**src/rtl/conv_result_writer_pkg.sv**
```systemverilog
// Shared geometry, state type and requantization helper for the convolution result writer.
package conv_result_writer_pkg;

  localparam int unsigned DATA_W    = 36;
  localparam int unsigned PIX_W     = 9;
  localparam int unsigned OUT_W     = 224;
  localparam int unsigned OUT_H     = 224;
  localparam int unsigned FRAME_PIX = OUT_W * OUT_H;

  localparam logic signed [DATA_W-1:0] PIX_MAX = DATA_W'((1 << PIX_W) - 1);

  typedef enum logic [1:0] {StIdle, StRun, StDrain, StDone} state_e;

  // Arithmetic right shift (floor), then clamp into the unsigned pixel range.
  function automatic logic [PIX_W-1:0] sat_quant(input logic signed [DATA_W-1:0] value,
                                                 input int unsigned shift);
    logic signed [DATA_W-1:0] q;
    q = value >>> shift;
    if (q[DATA_W-1] || q == '0) return '0;
    if (q >= PIX_MAX) return '1;
    return q[PIX_W-1:0];
  endfunction

endpackage

```
**src/rtl/conv_result_writer_sync_fifo.sv**
```systemverilog
// Small synchronous FIFO; a push while full is accepted only when a pop happens in the same cycle.
module conv_result_writer_sync_fifo #(
  parameter int unsigned WIDTH = 9,
  parameter int unsigned DEPTH = 4
) (
  input  logic             clk,
  input  logic             reset,
  input  logic             push,
  input  logic             pop,
  input  logic [WIDTH-1:0] din,
  output logic [WIDTH-1:0] dout,
  output logic             full,
  output logic             empty
);

  localparam int unsigned PTR_W = $clog2(DEPTH);

  logic [WIDTH-1:0] mem_q [DEPTH];
  logic [PTR_W:0]   wr_ptr_q, rd_ptr_q;
  logic             do_push, do_pop;

  // Extra pointer bit distinguishes full from empty when the indices match.
  assign empty   = (wr_ptr_q == rd_ptr_q);
  assign full    = (wr_ptr_q[PTR_W] != rd_ptr_q[PTR_W]) &&
                   (wr_ptr_q[PTR_W-1:0] == rd_ptr_q[PTR_W-1:0]);
  assign do_pop  = pop && !empty;
  assign do_push = push && (!full || do_pop);
  assign dout    = mem_q[rd_ptr_q[PTR_W-1:0]];

  always_ff @(posedge clk or posedge reset) begin
    if (reset) begin
      wr_ptr_q <= '0;
      rd_ptr_q <= '0;
      for (int unsigned i = 0; i < DEPTH; i++) begin
        mem_q[i] <= '0;
      end
    end else begin
      if (do_push) begin
        mem_q[wr_ptr_q[PTR_W-1:0]] <= din;
        wr_ptr_q <= wr_ptr_q + 1'b1;
      end
      if (do_pop) begin
        rd_ptr_q <= rd_ptr_q + 1'b1;
      end
    end
  end

endmodule

```
**src/rtl/conv_result_writer.sv**
```systemverilog
// Requantizes the convolution result stream and writes it to feature-map memory through a
// skid FIFO that absorbs memory backpressure; reports drops and frame completion.
module conv_result_writer
  import conv_result_writer_pkg::*;
#(
  parameter int unsigned OUT_W      = conv_result_writer_pkg::OUT_W,
  parameter int unsigned OUT_H      = conv_result_writer_pkg::OUT_H,
  parameter int unsigned ADDR_W     = 16,
  parameter int unsigned SHIFT      = 8,
  parameter int unsigned FIFO_DEPTH = 4
) (
  input  logic                     clk,
  input  logic                     reset,
  input  logic                     start,
  input  logic signed [DATA_W-1:0] in_data,
  input  logic                     in_valid,
  output logic [ADDR_W-1:0]        mem_addr,
  output logic [PIX_W-1:0]         mem_wdata,
  output logic                     mem_we,
  input  logic                     mem_ready,
  output logic                     busy,
  output logic                     done,
  output logic                     overflow
);

  localparam int unsigned      FRAME_N   = OUT_W * OUT_H;
  localparam int unsigned      CNT_W     = $clog2(FRAME_N + 1);
  localparam logic [CNT_W-1:0] FRAME_CNT = CNT_W'(FRAME_N);

  state_e            state_q, state_d;
  logic [CNT_W-1:0]  acc_cnt_q;
  logic [CNT_W-1:0]  ret_cnt_q, ret_cnt_d;
  logic              overflow_q;
  logic [ADDR_W-1:0] addr_q;
  logic [PIX_W-1:0]  wdata_q;
  logic              we_q;

  logic             start_ok, accept, load, pop, push, drop, wr_done;
  logic             fifo_full, fifo_empty;
  logic [PIX_W-1:0] fifo_dout, pix;

  assign pix      = sat_quant(in_data, SHIFT);
  assign start_ok = start && (state_q == StIdle || state_q == StDone);
  assign accept   = (state_q == StRun) && in_valid && (acc_cnt_q < FRAME_CNT);
  assign wr_done  = we_q && mem_ready;
  assign load     = !we_q || mem_ready;
  assign pop      = load && !fifo_empty;
  assign push     = accept && (!fifo_full || pop);
  assign drop     = accept && fifo_full && !pop;

  // Dropped results are retired too, so a lossy frame still reaches DONE.
  assign ret_cnt_d = ret_cnt_q + CNT_W'(wr_done) + CNT_W'(drop);

  conv_result_writer_sync_fifo #(
    .WIDTH(PIX_W),
    .DEPTH(FIFO_DEPTH)
  ) u_fifo (
    .clk  (clk),
    .reset(reset),
    .push (push),
    .pop  (pop),
    .din  (pix),
    .dout (fifo_dout),
    .full (fifo_full),
    .empty(fifo_empty)
  );

  always_ff @(posedge clk or posedge reset) begin
    if (reset) begin
      state_q <= StIdle;
    end else begin
      state_q <= state_d;
    end
  end

  always_comb begin
    state_d = state_q;
    unique case (state_q)
      StIdle, StDone: if (start) state_d = StRun;
      StRun:          if (acc_cnt_q == FRAME_CNT) state_d = StDrain;
      StDrain:        if (ret_cnt_d == FRAME_CNT) state_d = StDone;
      default:        state_d = StIdle;
    endcase
  end

  always_comb begin
    busy = (state_q == StRun) || (state_q == StDrain);
    done = (state_q == StDone);
  end

  always_ff @(posedge clk or posedge reset) begin
    if (reset) begin
      acc_cnt_q  <= '0;
      ret_cnt_q  <= '0;
      overflow_q <= 1'b0;
      addr_q     <= '0;
      wdata_q    <= '0;
      we_q       <= 1'b0;
    end else begin
      if (start_ok) begin
        acc_cnt_q  <= '0;
        ret_cnt_q  <= '0;
        addr_q     <= '0;
        overflow_q <= 1'b0;
      end else begin
        if (accept) acc_cnt_q <= acc_cnt_q + 1'b1;
        if (drop) overflow_q <= 1'b1;
        if (wr_done) addr_q <= addr_q + 1'b1;
        ret_cnt_q <= ret_cnt_d;
      end
      if (load) begin
        we_q <= !fifo_empty;
        if (!fifo_empty) wdata_q <= fifo_dout;
      end
    end
  end

  assign mem_addr  = addr_q;
  assign mem_wdata = wdata_q;
  assign mem_we    = we_q;
  assign overflow  = overflow_q;

endmodule
```
**config.mk**
```make
export PLATFORM = sky130hd
export DESIGN_NAME = conv_result_writer
export DESIGN_NICKNAME = d
export VERILOG_FILES = /design/src/rtl/conv_result_writer_pkg.sv /design/src/rtl/conv_result_writer_sync_fifo.sv /design/src/rtl/conv_result_writer.sv
export SDC_FILE = /design/constraint.sdc
export NUM_CORES = 1
export LEC_CHECK = 0
export BUFFER_PORTS_ARGS = -buffer_cell sky130_fd_sc_hd__clkbuf_2
export CAP_MARGIN = 40
export CORE_MARGIN = 2
export CORE_UTILIZATION = 45
export DETAILED_ROUTE_END_ITERATION = 7
export HOLD_SLACK_MARGIN = 0.05
export REMOVE_ABC_BUFFERS = 1
export SETUP_SLACK_MARGIN = 0.1
export SYNTH_ARGS = -nofsm -noshare
export SYNTH_HDL_FRONTEND = slang
export SYNTH_SLANG_ARGS = --single-unit
```
**constraint.sdc**
```tcl
create_clock -name clk -period 4.25 [get_ports clk]
set_input_delay 0.6375 -clock clk [delete_from_list [all_inputs] [get_ports clk]]
set_output_delay 0.6375 -clock clk [all_outputs]
set_load 0.01 [all_outputs]
```
==> Word-level counts from Yosys, hierarchy flattened <==
Cells that the tools add are included.
Widths: inputs -> output; s select.
{ "classes": {"addsub": 6, "n_lt_le_gt_ge": 5, "eq_ne": 11, "n_mux": 24, "bitwise_logic": 3, "reduce_logical": 30} }
{ "ops": {"columns": ["cell", "count"], "rows": [
  ["$mux 16", 5],
  ["$mux 9", 7],
  ["$bwmux 36", 1],
  ["$logic_not 36->1", 1],
  ["$add 16x1->16", 2],
  ["$add 16x1->16 const B", 2],
  ["$eq 16x16->1 const B", 2],
  ["$ge 28x10->1 const B", 1],
  ["$bmux 9 s2", 1],
  ["$demux 9 s2", 1],
  ["$lt 16x16->1 const B", 1],
  ["$logic_and 1x1->1", 12],
  ["$add 3x1->3 const B", 2],
  ["$ge 3x3->1 const B", 2],
  ["$logic_or 1x1->1", 6],
  ["$mux 2", 3],
  ["$not 2->3", 2],
  ["$pmux 2 s3", 1],
  ["$reduce_bool 2->1", 3],
  ["$mux 1", 5],
  ["$eq 2x2->1 const B", 2],
  ["$logic_not 1->1", 4],
  ["$ne 2x2->1 const B", 2],
  ["$eq 3x3->1", 1],
  ["other kinds (10)", 10]
]} }
{ "totals": {"ff_bits": 103, "input_bits": 41, "output_inout_bits": 29, "elab_cells": 92} }

==> Logic depth before layout (Yosys ltp) <==
{ "depth": {"word_depth": 9, "ltp_mapped": 14, "depth_no_buf": 14} }

==> Hierarchy <==
A second synthesis with hierarchy kept.
{ "unflattened": {"cells_unflattened": 465, "hier_area_um2": 5371.4} }
{ "by_module_without_submodules": {"columns": ["mod", "instances", "cells_each", "area_each_um2", "seq_area_each_um2"], "rows": [
  ["conv_result_writer", 1, 344, 3339.5, 1526.5],
  ["conv_result_writer_sync_fifo", 1, 121, 2031.9, 1051.0]
]} }

==> Worst setup path before layout <==
Ideal clock, no wire load.
{ "synth_path": {"path_type": "flip-flop to flip-flop", "from": "reg state_q[1]", "to": "reg state_q[1]", "setup_ns": 0.069, "arrival_time_ns": 3.121, "required_ns": 4.181, "path_slack_ns": 1.060, "path_stages_with_launch": 15, "n_path_buf": 0, "period_less_slack_ns": 3.190, "cell_sequence": "dfrtp_1 inv_1 ha_1 and2_1 o21a_2 inv_1 nor2_1 fa_1 ha_1 nand4_1 nand4_2 a2111oi_4 o211ai_2 or4b_1 nand3_1"} }
{ "synth_between": {"elab_chain_cells": 9, "elab_cells_between_ends": 16, "classes_between": "1 x add/sub; 7 x eq/ne; 1 x mux; 7 x reduce/logical"} }
{ "synth_lines": {"columns": ["element", "line", "rtl"], "rows": [
  ["start: declaration", "conv_result_writer.sv:30", "state_e state_q, state_d;"],
  ["start signal: assignment", "conv_result_writer.sv:70", "state_q <= StIdle;"],
  ["start signal: assignment", "conv_result_writer.sv:72", "state_q <= state_d;"],
  ["$eq 2x1->1", "conv_result_writer.sv:44, conv_result_writer.sv:78", null],
  ["$logic_and 1x1->1 (2 in series)", "conv_result_writer.sv:44", "assign accept = (state_q == StRun) && in_valid && (acc_cnt_q < FRAME_CNT);"],
  ["$logic_and 1x1->1 (2 in series)", "conv_result_writer.sv:49", "assign drop = accept && fifo_full && !pop;"],
  ["$add 16x1->16", "conv_result_writer.sv:52", "assign ret_cnt_d = ret_cnt_q + CNT_W'(wr_done) + CNT_W'(drop);"],
  ["$eq 16x16->1", "conv_result_writer.sv:81", "StDrain: if (ret_cnt_d == FRAME_CNT) state_d = StDone;"],
  ["$ne 2x2->1 (no line)", null, null],
  ["$reduce_and 3->1 (no line)", null, null]
]} }
Several ways; a longest one is shown, not always the timed one.
A chain may end at the register's enable or synchronous reset.

==> Worst setup path after layout <==
Same ends and word-level chain as after synthesis.

==> reports/summary.txt <==
Status: completed
Syn avg cell area: 11.3 sq um
Layout net count: 575
Routability cong.: 0.838
Slew Limit Fails: 0
Post-CTS Setup Inserts: 0
Busiest layer in global routing: met2
Critical Path AT: 3910 ps
P&R area growth vs syn: 14.9%
Async set or reset register ratio after synthesis: 100%
Fill count: 1043
CTS Buf Count: 9
Hold Fails Final Rpt: 0
Cts hold-fix bufs: 0
Die Ht: 111 um
Unrepaired setup endpoints after global routing: no
Initial core utilization: 45.6%
Critical path fanouts, max: 8
Largest net degree at the start of global routing: 59
Post-synth EDFFs: 0
Sink Count: 103
Worst reg2reg setup slack: 620 ps
Setup crit start kind: flip-flop
ANT cells: 0
Met2 usage: 27.4%
Met3 track demand over resource: 3.88%
Synth Cell Area: 5160 sq um
Post-route clock skew: 8.69 ps
# port buffers: 61
Final setup TNS: 0 ps
Reg2Reg Depth: 14
Syn Inst Count: 457
Maximum clock insertion buffer count: 2
DRC viols: 0
Antenna viol nets, final: 0
VDD IR max: 0.000403 V
GR Util All Layers: 17.2%
Least-Margin Pin Slew: 573 ps
Max Fclk: 276 MHz
First-pass GRT wire length: 17300 um
CTS Root Cell: clkbuf_16
Worst setup EP type: flip-flop
Combinational Power Share: 34.0%
Vias in the first global route: 3549
CTS tree: yes
Share of post-route cells with drive strength above 1: 28.9%
Sequential fraction of the synthesis area: 50.0%
GR Overflow Total: 0
GRT met1 Usage: 23.8%
Pleak: 2.70 nW
CTS resizes: 0
Switch Pwr: 1.18 mW
Post-synth top flop: dfrtp_1
DRT Wirelength: 9910 um
Clk pwr share: 23.4%
HP Class: primary input to async pin
Total power: 3.51 mW
Power per Cell Area: 593 nW/um^2
Die footprint: 12300 sq um
Synth cell types: 51
Setup violators final: 0
Warnings, synthesis: 0
Vias: 3543
Ranking of synthesized cells by area: dfrtp_1, mux2_2, xor2_1
DRT Pass-1 Iters: 4
DR iter-0 viols: 244
Worst Setup Path Type: flip-flop to flip-flop
Internal power: 2.33 mW
Max Cap Violations: 0
Clock latency on the worst-skew pair: 350 ps
Area of the core: 11300 sq um
#FFs+latches synth: 103
Sequential fraction of design power: 42.6%
Slew Limit Headroom: 61.5%
Period Utilization, post-route: 85.3%
Sw Share: 33.7%
Leading area contributor after synthesis: dfrtp_1
Inst Count DP: 653
Die X: 111 um
Via-to-Cell Ratio: 5.30
DP HPWL: 6970 um
DR WL/cell: 14.8 um
Worst-path clk slew: 80 ps
Post-Layout Cell Count: 669
Ports: 70
H-Tree Depth: 3
Number of antenna violations at the first check in global routing: 0
Critical Path RT: 4540 ps
Post-synth top area share: 50.0%
Row cnt: 39
Post-layout minimum cycle time: 3630 ps
[power by group through the flow]
stage               clock network (mW)  logic, mW  registers, mW
global route                     0.879       1.33           1.54
floorplan                            0      0.854           1.50
global placement                     0       1.18           1.50
CTS                              0.849       1.22           1.50
detailed placement                   0       1.22           1.52
finish                           0.823       1.19           1.49
[worst max-delay path, stage by stage (launching register included)]
cell and delay [ps]:
dfrtp_1 440, inv_1 80, ha_1 250, and2_1 200
o21a_2 240, inv_1 60, nor2_1 190, fa_1 330
ha_1 290, nand4_1 290, nor4_2 280, o221a_2 240
o211ai_2 120, or4b_1 490, nand3_1 80
[cells in the mapped netlist, types with 2 or more instances]
library cell / number
a21oi_1: 20
a31oi_1: 2
and2_1: 3
and3_1: 6
buf_1: 3
buf_2: 2
buf_6: 3
clkbuf_1: 5
dfrtp_1: 103
ha_1: 12
inv_1: 25
mux2_1: 3
mux2_2: 44
mux4_2: 9
nand2_1: 23
nand2_2: 4
nand3_1: 16
nand4_1: 16
nor2_1: 58
nor2b_1: 3
nor3_1: 2
nor4_1: 5
nor4_2: 2
nor4b_1: 3
o21ai_0: 8
or3_1: 9
or4_1: 2
xnor2_1: 17
xor2_1: 27
[cell type report]
type	count	area, sq um	share of cell area (%)
repair buffers	66	363	6.12
inverters	25	96.3	1.63
well taps	143	179	3.02
multi-input cells	316	2410	40.7
clock inverters	7	72.6	1.22
flip-flops and latches	103	2580	43.5
clock buffers	9	225	3.80
[sequential cells by signal, summed over array words and instances, names as in the netlist]
register         flops
ret_cnt_q           16
state_q              2
acc_cnt_q           16
u_fifo.wr_ptr_q      3
mem_wdata            9
overflow             1
mem_we               1
u_fifo.mem_q        36
u_fifo.rd_ptr_q      3
mem_addr            16
[path summary, 6_finish.rpt]
check,startpoint,to
worst max-delay path,state_q[1]$_DFFE_PP0P_,state_q[1]$_DFFE_PP0P_
worst min-delay path,reset,mem_wdata[2]$_DFFE_PP0P_
worst max register to register,state_q[1]$_DFFE_PP0P_,state_q[1]$_DFFE_PP0P_
worst min register to register,u_fifo.wr_ptr_q[2]$_DFFE_PP0P_,u_fifo.wr_ptr_q[2]$_DFFE_PP0P_
max in group asynchronous,reset,ret_cnt_q[4]$_DFF_PP0_
min in group clk,u_fifo.wr_ptr_q[2]$_DFFE_PP0P_,u_fifo.wr_ptr_q[2]$_DFFE_PP0P_
[kinds of logic (layout without fill, tap and decap cells)]
group / count (synthesis) / in the layout / synth area share (%)
AND/OR/NAND/NOR: 161 / 161 / 16.3
flip-flops: 103 / 103 / 50.0
multiplexers: 57 / 57 / 14.4
XOR/XNOR: 44 / 44 / 7.47
AO/OA/AOI/OAI: 41 / 41 / 5.29
buffers and inverters: 38 / 107 / 3.25
adder cells (fa/ha/maj): 13 / 13 / 3.30
[placed cells by master (no fill, tap or decap), types with 2 or more instances in the layout]
cell	count
and2_1	3
xor2_1	27
nor3_1	2
nor4_1	5
clkbuf_2	61
or3_1	9
mux2_1	3
mux4_2	9
buf_4	4
a21oi_1	20
nand2_1	23
a31oi_1	2
ha_1	12
inv_6	3
nor2_1	58
dfrtp_1	103
mux2_2	44
inv_8	2
nand2_2	4
nand4_1	16
nand3_1	16
and3_1	6
nor4_2	2
xnor2_1	17
inv_1	24
o21ai_0	8
or4_1	2
nor4b_1	3
clkbuf_16	9
nor2b_1	3
[routing by layer]
| metal | part of all wire [%] | wire [um] |
|---|---|---|
| met5 | 0 | 0 |
| met2 | 47 | 4670 |
| met1 | 48 | 4770 |
| met4 | 1.2 | 119 |
| met3 | 3.6 | 359 |
[metrics by stage]
stage / utilization, % / worst slack [ps] / instance area (sq um) / hold slack (ps)
2_1_floorplan: - / 909 / 5080 / 459
3_3_place_gp: 49.5 / 691 / 5600 / 468
3_5_place_dp: 49.7 / 607 / 5630 / 480
4_1_cts: 52.3 / 579 / 5930 / 211
5_1_grt: 52.3 / 223 / 5930 / 221
6_report: 52.3 / 623 / 5930 / 213
Note: power is estimated with default switching activity, not from simulation.
